### src/rtl/program_counter_pkg.sv
// Shared types and defaults for the fetch-stage program counter.
// Latency: n/a (declarations only).
// Backpressure: n/a (declarations only).
package program_counter_pkg;

    localparam int PC_ADDR_W      = 8;
    localparam int PC_STACK_DEPTH = 4;

    typedef logic [PC_ADDR_W-1:0] addr_t;

    localparam addr_t PC_RESET_ADDR = '0;

    // Source of the next PC value, listed in decreasing priority.
    typedef enum logic [2:0] {
        HOLD,
        RET,
        CALL,
        LOAD,
        BRANCH,
        INC
    } pc_sel_e;

endpackage

### src/rtl/pc_return_stack.sv
// LIFO of return addresses for call/ret; err pulses on push-when-full or pop-when-empty.
// Latency: push/pop take effect at the next clk edge; top_dat/full/empty/err are combinational from state.
// Backpressure: none; a push into a full stack is dropped, a pop from an empty stack is ignored.
//
// Ports: clk, rst_n (async active-low, flushes the stack); push/push_dat write a
// new entry; pop removes the top entry; top_dat shows the top entry (0 when empty);
// full/empty report occupancy; err flags a dropped push or an empty pop this cycle.
module pc_return_stack
    import program_counter_pkg::*;
#(
    parameter int ADDR_W = PC_ADDR_W,
    parameter int DEPTH  = PC_STACK_DEPTH
) (
    input  logic              clk,
    input  logic              rst_n,
    input  logic              push,
    input  logic              pop,
    input  logic [ADDR_W-1:0] push_dat,
    output logic [ADDR_W-1:0] top_dat,
    output logic              full,
    output logic              empty,
    output logic              err
);

    localparam int CNT_W = $clog2(DEPTH + 1);
    localparam int IDX_W = (DEPTH > 1) ? $clog2(DEPTH) : 1;
    localparam logic [CNT_W-1:0] CNT_ONE  = CNT_W'(1);
    localparam logic [CNT_W-1:0] CNT_FULL = CNT_W'(DEPTH);

    logic [ADDR_W-1:0] mem_q [DEPTH];
    logic [ADDR_W-1:0] mem_d [DEPTH];
    logic [CNT_W-1:0]  cnt_q;
    logic [CNT_W-1:0]  cnt_d;
    logic [IDX_W-1:0]  wr_idx;
    logic [IDX_W-1:0]  top_idx;

    assign full    = (cnt_q == CNT_FULL);
    assign empty   = (cnt_q == '0);
    assign wr_idx  = IDX_W'(cnt_q);
    assign top_idx = IDX_W'(cnt_q - CNT_ONE);
    assign top_dat = empty ? '0 : mem_q[top_idx];

    // A pop in the same cycle as a push wins; the push is discarded rather than
    // being counted as an overflow.
    assign err = (pop && empty) || (push && !pop && full);

    always_comb begin
        mem_d = mem_q;
        cnt_d = cnt_q;
        if (pop) begin
            if (!empty) begin
                cnt_d = cnt_q - CNT_ONE;
            end
        end else if (push && !full) begin
            mem_d[wr_idx] = push_dat;
            cnt_d         = cnt_q + CNT_ONE;
        end
    end

    always_ff @(posedge clk or negedge rst_n) begin
        if (!rst_n) begin
            cnt_q <= '0;
            for (int i = 0; i < DEPTH; i++) begin
                mem_q[i] <= '0;
            end
        end else begin
            cnt_q <= cnt_d;
            mem_q <= mem_d;
        end
    end

endmodule

### src/rtl/program_counter.sv
// Fetch-stage program counter: increment, absolute load, relative branch, stall, optional call/ret stack.
// Latency: current_instruction_address updates one edge after controls; next_input_instruction_address is same-cycle combinational.
// Backpressure: stall holds the PC and blocks all stack activity; no other flow control.
//
// Ports: clk, rst_n (async active-low); instruction_address is the load/call target;
// load, stall, branch_en (+ branch_offset, signed), call, ret select the next PC;
// current_instruction_address is the registered PC; next_input_instruction_address
// is the value it takes at the coming edge; stack_err is a sticky overflow/underflow flag.
// Build option: define PC_CALL_STACK_EN to include the return stack; otherwise call acts
// as load, ret is ignored and stack_err is tied low.
module program_counter
    import program_counter_pkg::*;
#(
    parameter int                ADDR_W      = PC_ADDR_W,
    parameter logic [ADDR_W-1:0] RESET_ADDR  = ADDR_W'(PC_RESET_ADDR),
    parameter int                STACK_DEPTH = PC_STACK_DEPTH
) (
    input  logic              clk,
    input  logic              rst_n,
    input  logic [ADDR_W-1:0] instruction_address,
    input  logic              load,
    input  logic              stall,
    input  logic              branch_en,
    input  logic [ADDR_W-1:0] branch_offset,
    input  logic              call,
    input  logic              ret,
    output logic [ADDR_W-1:0] current_instruction_address,
    output logic [ADDR_W-1:0] next_input_instruction_address,
    output logic              stack_err
);

    logic [ADDR_W-1:0] pc_q;
    logic [ADDR_W-1:0] pc_d;
    logic [ADDR_W-1:0] pc_inc;
    logic [ADDR_W-1:0] stk_top;
    logic              ret_sel;
    logic              call_sel;
    logic              load_sel;
    pc_sel_e           sel;

    assign pc_inc = pc_q + ADDR_W'(1);

`ifdef PC_CALL_STACK_EN
    logic stk_full;
    logic stk_empty;
    logic stk_err_pls;
    logic stack_err_q;
    logic stack_err_d;

    // ret only redirects when there is something to pop; an empty-stack ret
    // falls through to the lower-priority controls. Any ret masks call.
    assign ret_sel  = ret && !stk_empty;
    assign call_sel = call && !ret;
    assign load_sel = load;

    pc_return_stack #(
        .ADDR_W (ADDR_W),
        .DEPTH  (STACK_DEPTH)
    ) u_stack (
        .clk      (clk),
        .rst_n    (rst_n),
        .push     (!stall && call_sel),
        .pop      (!stall && ret),
        .push_dat (pc_inc),
        .top_dat  (stk_top),
        .full     (stk_full),
        .empty    (stk_empty),
        .err      (stk_err_pls)
    );

    always_comb begin
        stack_err_d = stack_err_q | stk_err_pls;
    end

    always_ff @(posedge clk or negedge rst_n) begin
        if (!rst_n) begin
            stack_err_q <= 1'b0;
        end else begin
            stack_err_q <= stack_err_d;
        end
    end

    assign stack_err = stack_err_q;
`else
    logic unused_ret;

    assign unused_ret = ret;
    assign ret_sel    = 1'b0;
    assign call_sel   = 1'b0;
    assign load_sel   = load | call;
    assign stk_top    = '0;
    assign stack_err  = 1'b0;
`endif

    always_comb begin
        sel = INC;
        if (stall) begin
            sel = HOLD;
        end else if (ret_sel) begin
            sel = RET;
        end else if (call_sel) begin
            sel = CALL;
        end else if (load_sel) begin
            sel = LOAD;
        end else if (branch_en) begin
            sel = BRANCH;
        end
    end

    // Branch sum is truncated to ADDR_W, so a negative offset is plain modular add.
    always_comb begin
        pc_d = pc_inc;
        case (sel)
            HOLD:        pc_d = pc_q;
            RET:         pc_d = stk_top;
            CALL, LOAD:  pc_d = instruction_address;
            BRANCH:      pc_d = pc_q + branch_offset;
            default:     pc_d = pc_inc;
        endcase
    end

    always_ff @(posedge clk or negedge rst_n) begin
        if (!rst_n) begin
            pc_q <= RESET_ADDR;
        end else begin
            pc_q <= pc_d;
        end
    end

    assign current_instruction_address    = pc_q;
    assign next_input_instruction_address = pc_d;

endmodule

### config.mk
export PLATFORM = sky130hd
export DESIGN_NAME = program_counter
export DESIGN_NICKNAME = d
export VERILOG_FILES = /design/src/rtl/program_counter_pkg.sv /design/src/rtl/pc_return_stack.sv /design/src/rtl/program_counter.sv
export SDC_FILE = /design/constraint.sdc
export NUM_CORES = 1
export LEC_CHECK = 0
export BUFFER_PORTS_ARGS = -buffer_cell sky130_fd_sc_hd__buf_4
export CAP_MARGIN = 15
export CORE_MARGIN = 4
export CORE_UTILIZATION = 47
export DETAILED_ROUTE_END_ITERATION = 10
export GPL_ROUTABILITY_DRIVEN = 0
export PLACE_DENSITY = 0.83
export SYNTH_ARGS = -nofsm -noshare
export SYNTH_HDL_FRONTEND = slang
export SYNTH_SLANG_ARGS = --single-unit
### constraint.sdc
create_clock -name clk -period 5.6 [get_ports clk]
set_clock_uncertainty 0.1 [all_clocks]
set_input_delay 1.12 -clock clk [delete_from_list [all_inputs] [get_ports clk]]
set_output_delay 1.12 -clock clk [all_outputs]
set_load 0.01 [all_outputs]
==> results of run 1 <==
[cells in the final DEF, fill, tap and decap left out, types with 5 or more instances in the layout]
master	netlist	routed
sky130_fd_sc_hd__dfrtp_1	8	8
sky130_fd_sc_hd__o21ai_0	8	8
sky130_fd_sc_hd__nand2_1	5	5
sky130_fd_sc_hd__and3_1	8	8
sky130_fd_sc_hd__nor2_1	5	5
sky130_fd_sc_hd__buf_4	1	38
sky130_fd_sc_hd__ha_1	7	7
sky130_fd_sc_hd__a21oi_1	5	5
[through the flow]
stage	total power, mW	area (sq um)	setup WS [ps]	std cells	utilization [%]
after floorplan	0.122	764	1180	86	-
after global placement	0.163	1050	906	137	68.7
after detailed placement	0.166	1050	860	137	68.7
after CTS	0.213	1070	845	140	70.2
after global routing	0.227	1070	679	140	70.2
final	0.211	1070	835	140	70.2
[how the worst min path moves through the flow]
stage                                endpoint  slack, ps  cells past startpoint
3_5_place_dp   current_instruction_address[3]        440                      1
2_1_floorplan  current_instruction_address[3]        530                      1
5_1_grt        current_instruction_address[3]        480                      1
3_3_place_gp   current_instruction_address[3]        430                      1
4_1_cts        current_instruction_address[3]        450                      1
6_report       current_instruction_address[3]        460                      1
[metal layers]
| layer | track usage, % | vias up | share of wire, % |
|---|---|---|---|
| li1 | - | 405 | - |
| met1 | 20.4 | 378 | 40 |
| met2 | 31.5 | 29 | 52 |
| met3 | 5.83 | 7 | 7.1 |
| met4 | 7.37 | 0 | 1.4 |
| met5 | 0 | - | 0 |
[power groups by stage]
stage,Sequential [mW],Combinational (mW),Clock (mW)
floorplan,0.0759,0.0457,0
global placement,0.0731,0.0900,0
detailed placement,0.0735,0.0925,0
CTS,0.0725,0.0928,0.0474
global route,0.0738,0.102,0.0513
finish,0.0726,0.0925,0.0456
[cell families (layout without fill, tap and decap cells)]
logic type      Yosys count  after routing  share of synthesized area, %
compound gates           30             30                          27.5
xor+xnor                  1              1                          1.15
fa+ha+maj                 8              8                          14.1
buf+inv                   4             42                          3.44
flops                     8              8                          26.2
mux                       3              3                          3.93
other cells               1              1                         0.491
simple gates             31             31                          23.2
[final cells by class]
class | instances | area (sq um) | share of cell area, %
multi-input combinational | 74 | 538 | 50.3
tap | 16 | 20.0 | 1.87
sequential | 8 | 200 | 18.7
inverter | 1 | 3.75 | 0.351
clock buffer | 3 | 22.5 | 2.11
timing repair buffer | 38 | 285 | 26.7
[worst max-delay path: stages]
cell and delay [ps]:
sky130_fd_sc_hd__buf_4 110, sky130_fd_sc_hd__or2_1 370, sky130_fd_sc_hd__nor2_1 180, sky130_fd_sc_hd__nand3b_1 110, sky130_fd_sc_hd__ha_1 240, sky130_fd_sc_hd__fa_1 420
sky130_fd_sc_hd__a21o_1 220, sky130_fd_sc_hd__o21ba_2 210, sky130_fd_sc_hd__o22a_1 170, sky130_fd_sc_hd__o211ai_1 210, sky130_fd_sc_hd__buf_4 160
==> impl_metrics.csv, run 1 <==
group,metric,value,unit
yosys,post_synth_instance_area,764,sq um
floorplanning,design.die.area,0.00234,sq mm
setup_path,cp-endpoint,"next_input_instruction_address[6]",
setup_path,crit_path_max_fanout,11,
setup_path,path_class,"in2out",
sta,fin_hold_viols,0,
clock_tree,clkLatencyLatePin,260,ps
floorplanning,design.core.area,0.00152,sq mm
global_routing,overflow_left_after_global_routing,0,
finish,count_of_inserted_antenna_diode_cells,0,
sta,min_period_over_period,85.1,%
pwr,power_density,197,mW/mm^2
floorplanning,floorplan.initialDensity,50.2,%
pwr,power.share.combinational,43.9,%
routing,initialDrtViolationCount,19,
pwr,ir_drop,0.122,mV
pwr,leakage_power_of_the_design,0.554,nW
yosys,synthesis.area_per_instance,8.89,sq um
hold_path,hold_class,"reg2reg",
pwr,power_frac_seq,34.5,%
floorplanning,io_pins,40,
global_routing,grt.total_usage,18.3,%
global_routing,grt_first_pass_wirelength,3540,um
global_routing,pin_count_of_the_biggest_net_entering_global_routing,14,
yosys,synth_cell_type_count,34,
pwr,p_sw,72.7,uW
setup_path,r2r-end,"current_instruction_address[6]",
finish,layout-drive-gt1-share,36.3,%
setup_path,worst-r2r-cell-count,6,
yosys,cells_after_synthesis,86,
yosys,synth_top_cells_by_area,"sky130_fd_sc_hd__dfrtp_1, sky130_fd_sc_hd__ha_1, sky130_fd_sc_hd__and3_1",
clock_tree,path_clk_slew,60,ps
routing,final_antenna_net_count,0,
global_routing,number_of_antenna_violations_at_the_first_check_in_global_routing,0,
yosys,synth_commonest_cells,"sky130_fd_sc_hd__and3_1, sky130_fd_sc_hd__dfrtp_1, sky130_fd_sc_hd__o21ai_0",
clock_tree,hold_bufs_inserted_after_cts,0,
routing,avgRoutedWirePerCell,15.3,um
sta,unrepaired_setup_endpoints_after_global_routing,"no",
finish,fill_cells,135,
floorplanning,dieHeight,48.3,um
routing,post_drt_via_cell_ratio,5.85,
finish,layout-area-overhead-vs-synth,39.9,%
sta,final_setup_violation_count,0,
routing,routed_wl,2140,um
outcome,status,"finished clean",
routing,drt_drc_violations_left,0,
clock_tree,cts-root-to-sink-buffers,2,
setup_path,critical_path.startpoint,"call",
yosys,main_flop_type_after_synthesis,"sky130_fd_sc_hd__dfrtp_1",
global_routing,vias_in_the_first_global_route,837,
setup_path,worstReg2RegStart,"current_instruction_address[0]",
sta,maxSlewHeadroom,63.1,%
yosys,ys_seq_elements,8,
sta,max_clock_freq,210,MHz
clock_tree,numClockSinks,8,
placement,port-buffer-count,37,
yosys,synthDominantCellAreaShare,26.2,%
pwr,power.clock.fraction,21.7,%
floorplanning,chipWidth,48.3,um
setup_path,critPathCaptureType,"output pin",
clock_tree,clock_tree_from_tritoncts,"yes",
yosys,synth.net_count,117,
clock_tree,htree_levels,1,
yosys,post_synthesis_async_set_or_reset_flop_share,100,%
clock_tree,clockRootBuffer,"sky130_fd_sc_hd__clkbuf_4",
yosys,synth_warn,0,
pwr,power.share.switching,34.5,%
clock_tree,cts_setup_buffers,0,
routing,first_pass_detailed_route_iteration_total,4,
finish,flip_flop_count_of_the_largest_register_all_copies_and_words_added,8,
sta,setup_tns,0,ps
setup_path,cp-start-kind,"input port",
sta,layout_min_cycle_time,4760,ps
finish,nNetsFinal,157,
clock_tree,ctsResizeCount,0,
sta,holdWs,457,ps
setup_path,crit_arrival,3540,ps
flow_run,drv_cap,0,
yosys,synth_enable_flop_cells,0,
clock_tree,cts_made_buffers,3,
sta,max_slew_vio_count,0,
hold_path,hold_path_startpoint,"current_instruction_address[3]",
pwr,p_int,138,uW
setup_path,required,4380,ps
routing,num_vias,819,
yosys,netlist.top_cell.by_area,"sky130_fd_sc_hd__dfrtp_1",
setup_path,reg2reg_setup_slack,3510,ps
floorplanning,rows,14,
placement,hpwl,1700,um
sta,worst_pin_slew,551,ps
yosys,synth-seq-area-share,26.2,%
Note: power is estimated with default switching activity, not from simulation.
==> run 2, diff against run 1 <==
--- a/config.mk
+++ b/config.mk
@@ -5,13 +5,14 @@
 export SDC_FILE = /design/constraint.sdc
 export NUM_CORES = 1
 export LEC_CHECK = 0
+export ABC_AREA = 1
 export BUFFER_PORTS_ARGS = -buffer_cell sky130_fd_sc_hd__buf_4
 export CAP_MARGIN = 15
 export CORE_MARGIN = 4
-export CORE_UTILIZATION = 47
+export CORE_UTILIZATION = 48
 export DETAILED_ROUTE_END_ITERATION = 10
 export GPL_ROUTABILITY_DRIVEN = 0
-export PLACE_DENSITY = 0.83
+export PLACE_DENSITY = 0.84
 export SYNTH_ARGS = -nofsm -noshare
 export SYNTH_HDL_FRONTEND = slang
 export SYNTH_SLANG_ARGS = --single-unit
==> run 2 against run 1 <==
Compared with the run above: wire length is 1.2% lower; total power up 0.48%; synthesized cell count up 36%; sequential power about the same; utilization increased by 1.1 points; final cell count increased by 22%; die area increased by 1.3%; non-clock buffer count down 1; via count grew 7.6%; critical path depth stayed put; global-route usage is 1.1 points higher; critical path type unchanged; critical endpoint is now next_input_instruction_address[4].
==> impl_metrics.csv, run 2 <==
group,metric,value,unit
outcome,status,"finished clean",
setup_path,required,4380,ps
floorplanning,chipWidth,48.7,um
sta,final_setup_violation_count,0,
yosys,synth.net_count,148,
floorplanning,io_pins,40,
global_routing,vias_in_the_first_global_route,878,
setup_path,path_depth,11,
yosys,synth_enable_flop_cells,0,
global_routing,grt.total_usage,19.4,%
setup_path,cp-endpoint,"next_input_instruction_address[4]",
clock_tree,ctsResizeCount,0,
clock_tree,clock_tree_from_tritoncts,"yes",
setup_path,critPathCaptureType,"output pin",
setup_path,worstReg2RegStart,"current_instruction_address[0]",
routing,routed_wl,2120,um
floorplanning,design.core.area,0.00154,sq mm
routing,first_pass_detailed_route_iteration_total,4,
floorplanning,rows,14,
sta,min_period_over_period,75.7,%
global_routing,grt_first_pass_wirelength,3710,um
setup_path,crit_path_max_fanout,8,
placement,dpl.cell_count,168,
yosys,synthesis.area_per_instance,6.78,sq um
floorplanning,floorplan.initialDensity,51.5,%
clock_tree,htree_levels,1,
placement,placedInstanceArea,0.00108,sq mm
yosys,ys_seq_elements,8,
setup_path,critical_path.slowest_cell,"sky130_fd_sc_hd__fa_1",
setup_path,crit_arrival,3020,ps
setup_path,family_with_the_most_delay_on_the_worst_path,"simple AND/OR/NAND/NOR gates",
routing,initialDrtViolationCount,9,
yosys,cells_after_synthesis,117,
yosys,synth_cell_type_count,26,
routing,post_drt_via_cell_ratio,5.15,
clock_tree,cts_made_buffers,3,
finish,layout-drive-gt1-share,30.3,%
routing,drt_drc_violations_left,0,
floorplanning,dieHeight,48.7,um
finish,mostFrequentLayoutCell,"sky130_fd_sc_hd__buf_4",
routing,route.layer.met1.wl,873,um
routing,met2_wl_post_dr,1080,um
setup_path,critical_path.startpoint,"call",
clock_tree,clockRootBuffer,"sky130_fd_sc_hd__clkbuf_4",
clock_tree,path_clk_slew,60,ps
yosys,netlist.top_cell.by_area,"sky130_fd_sc_hd__dfrtp_1",
sta,fin_hold_viols,0,
setup_path,crit_buf_inv,2,
yosys,synth-seq-area-share,25.2,%
finish,postLayoutCellArea,0.00110,sq mm
floorplanning,design.die.area,0.00237,sq mm
sta,timing.final.ws_setup,1360,ps
yosys,post_synth_instance_area,793,sq um
finish,fill_cells,147,
sta,holdWs,469,ps
routing,num_vias,881,
finish,layoutNonFillerInstCount,171,
yosys,synthDominantCellAreaShare,25.2,%
setup_path,cp-start-kind,"input port",
sta,layout_min_cycle_time,4240,ps
finish,layout-area-overhead-vs-synth,38.5,%
setup_path,path_class,"in2out",
clock_tree,cts_setup_buffers,0,
yosys,synth_warn,0,
pwr,ir_drop,0.131,mV
setup_path,worst-r2r-cell-count,6,
yosys,synthMostInstantiatedCell,"sky130_fd_sc_hd__nand2_1",
yosys,main_flop_type_after_synthesis,"sky130_fd_sc_hd__dfrtp_1",
sta,max_slew_vio_count,0,
finish,flip_flop_count_of_the_largest_register_all_copies_and_words_added,8,
sta,unrepaired_setup_endpoints_after_global_routing,"no",
setup_path,critical_path.cell_chain,"buf_4 -> nor2_2 -> nand3_4 -> or2_1 -> ha_1 -> fa_1 -> nand3_1 -> nand2_1 -> o21ai_1 -> o21ai_1 -> buf_4",
clock_tree,numClockSinks,8,
hold_path,hold_class,"reg2reg",
placement,hpwl,1710,um
finish,count_of_inserted_antenna_diode_cells,0,
yosys,synth_top_cells_by_area,"sky130_fd_sc_hd__dfrtp_1, sky130_fd_sc_hd__nand2_1, sky130_fd_sc_hd__ha_1",
setup_path,r2r-end,"current_instruction_address[4]",
routing,met3_length,103,um
clock_tree,hold_bufs_inserted_after_cts,0,
routing,final_antenna_net_count,0,
yosys,synth_commonest_cells,"sky130_fd_sc_hd__nand2_1, sky130_fd_sc_hd__inv_1, sky130_fd_sc_hd__nand3_1, sky130_fd_sc_hd__nor2_1, sky130_fd_sc_hd__dfrtp_1",
clock_tree,clkLatencyLatePin,260,ps
routing,top_layer,"met4",
pwr,leakage_power_of_the_design,0.633,nW
placement,dp_slack,1360,ps
clock_tree,cts-root-to-sink-buffers,2,
setup_path,delay_of_the_slowest_cell_on_the_worst_path,430,ps
flow_run,drv_cap,0,
global_routing,pin_count_of_the_biggest_net_entering_global_routing,9,
pwr,power_density,193,mW/mm^2
setup_path,reg2reg_setup_slack,3890,ps
routing,avgRoutedWirePerCell,12.4,um
finish,nNetsFinal,188,
finish,mostFrequentLayoutCells,"sky130_fd_sc_hd__buf_4, sky130_fd_sc_hd__nand2_1, sky130_fd_sc_hd__inv_1",
sta,setup_tns,0,ps
global_routing,number_of_antenna_violations_at_the_first_check_in_global_routing,0,
yosys,post_synthesis_async_set_or_reset_flop_share,100,%
sta,max_clock_freq,236,MHz
global_routing,overflow_left_after_global_routing,0,
placement,port-buffer-count,37,
-- run 2: cell count changes after synthesis, moves of 3 or more --
cell                       delta
sky130_fd_sc_hd__nand2_1     +28
sky130_fd_sc_hd__inv_1       +16
sky130_fd_sc_hd__and3_1       -8
sky130_fd_sc_hd__nand3_1      +8
sky130_fd_sc_hd__o21ai_0      -7
sky130_fd_sc_hd__nand4_1      +4
sky130_fd_sc_hd__nor2_1       +4
sky130_fd_sc_hd__o21ai_1      +4
sky130_fd_sc_hd__a211oi_1     -3
sky130_fd_sc_hd__a21oi_1      -3
sky130_fd_sc_hd__a22oi_1      +3
sky130_fd_sc_hd__mux2i_1      -3
-- run 2: kinds of logic (layout without fill, tap and decap cells) --
kind of cell	Yosys count	in the layout	share of synthesized area, %
AOI/OAI and AO/OA	14	14	11.4
xor gates and xnor gates	1	1	1.10
adders and majority gates	8	8	13.6
buffers and inverters	22	60	11.7
DFF	8	8	25.2
other	1	1	0.473
and+or+nand+nor	63	63	36.6
-- run 2: through the flow --
| stage | total power, mW | util (%) |
|---|---|---|
| 6_report | 0.212 | 71.3 |
| 2_1_floorplan | 0.122 | - |
| 3_3_place_gp | 0.164 | 69.8 |
| 3_5_place_dp | 0.167 | 69.8 |
| 4_1_cts | 0.215 | 71.3 |
| 5_1_grt | 0.229 | 71.3 |
-- run 2: worst min path at each step --
stage                                          end  slack [ps]  depth (start not counted)                           start
global route        current_instruction_address[0]         530                          2  current_instruction_address[0]
floorplan           current_instruction_address[0]         540                          2  current_instruction_address[0]
finish              current_instruction_address[0]         470                          2  current_instruction_address[0]
global placement    current_instruction_address[0]         440                          2  current_instruction_address[0]
CTS                 current_instruction_address[0]         470                          2  current_instruction_address[0]
detailed placement  current_instruction_address[0]         450                          2  current_instruction_address[0]
-- run 2: final cells by class --
class	count	area, sq um	area share (%)
timing repair buffer	37	278	25.3
multi-input combinational	87	500	45.6
tap	16	20.0	1.82
sequential	8	200	18.2
inverter	20	77.6	7.06
clock buffer	3	22.5	2.05
-- run 2: per-layer routing --
metal,GRT usage [%],up-vias
met2,34.3,26
met5,0,-
met1,21.6,395
met4,12.6,0
li1,-,454
met3,2.15,6
-- run 2: tightest hold or removal path, stage by stage (launching register included) --
cell	delay, ps
sky130_fd_sc_hd__dfrtp_1	380
sky130_fd_sc_hd__nand2_1	60
sky130_fd_sc_hd__nand3_1	90
-- run 2: report_power, final --
| part | internal, mW | switching (mW) | total [mW] |
|---|---|---|---|
| sequential | 0.0654 | 0.00742 | 0.0728 |
| combinational | 0.0460 | 0.0468 | 0.0928 |
| clock | 0.0247 | 0.0214 | 0.0461 |
| total | 0.136 | 0.0757 | 0.212 |
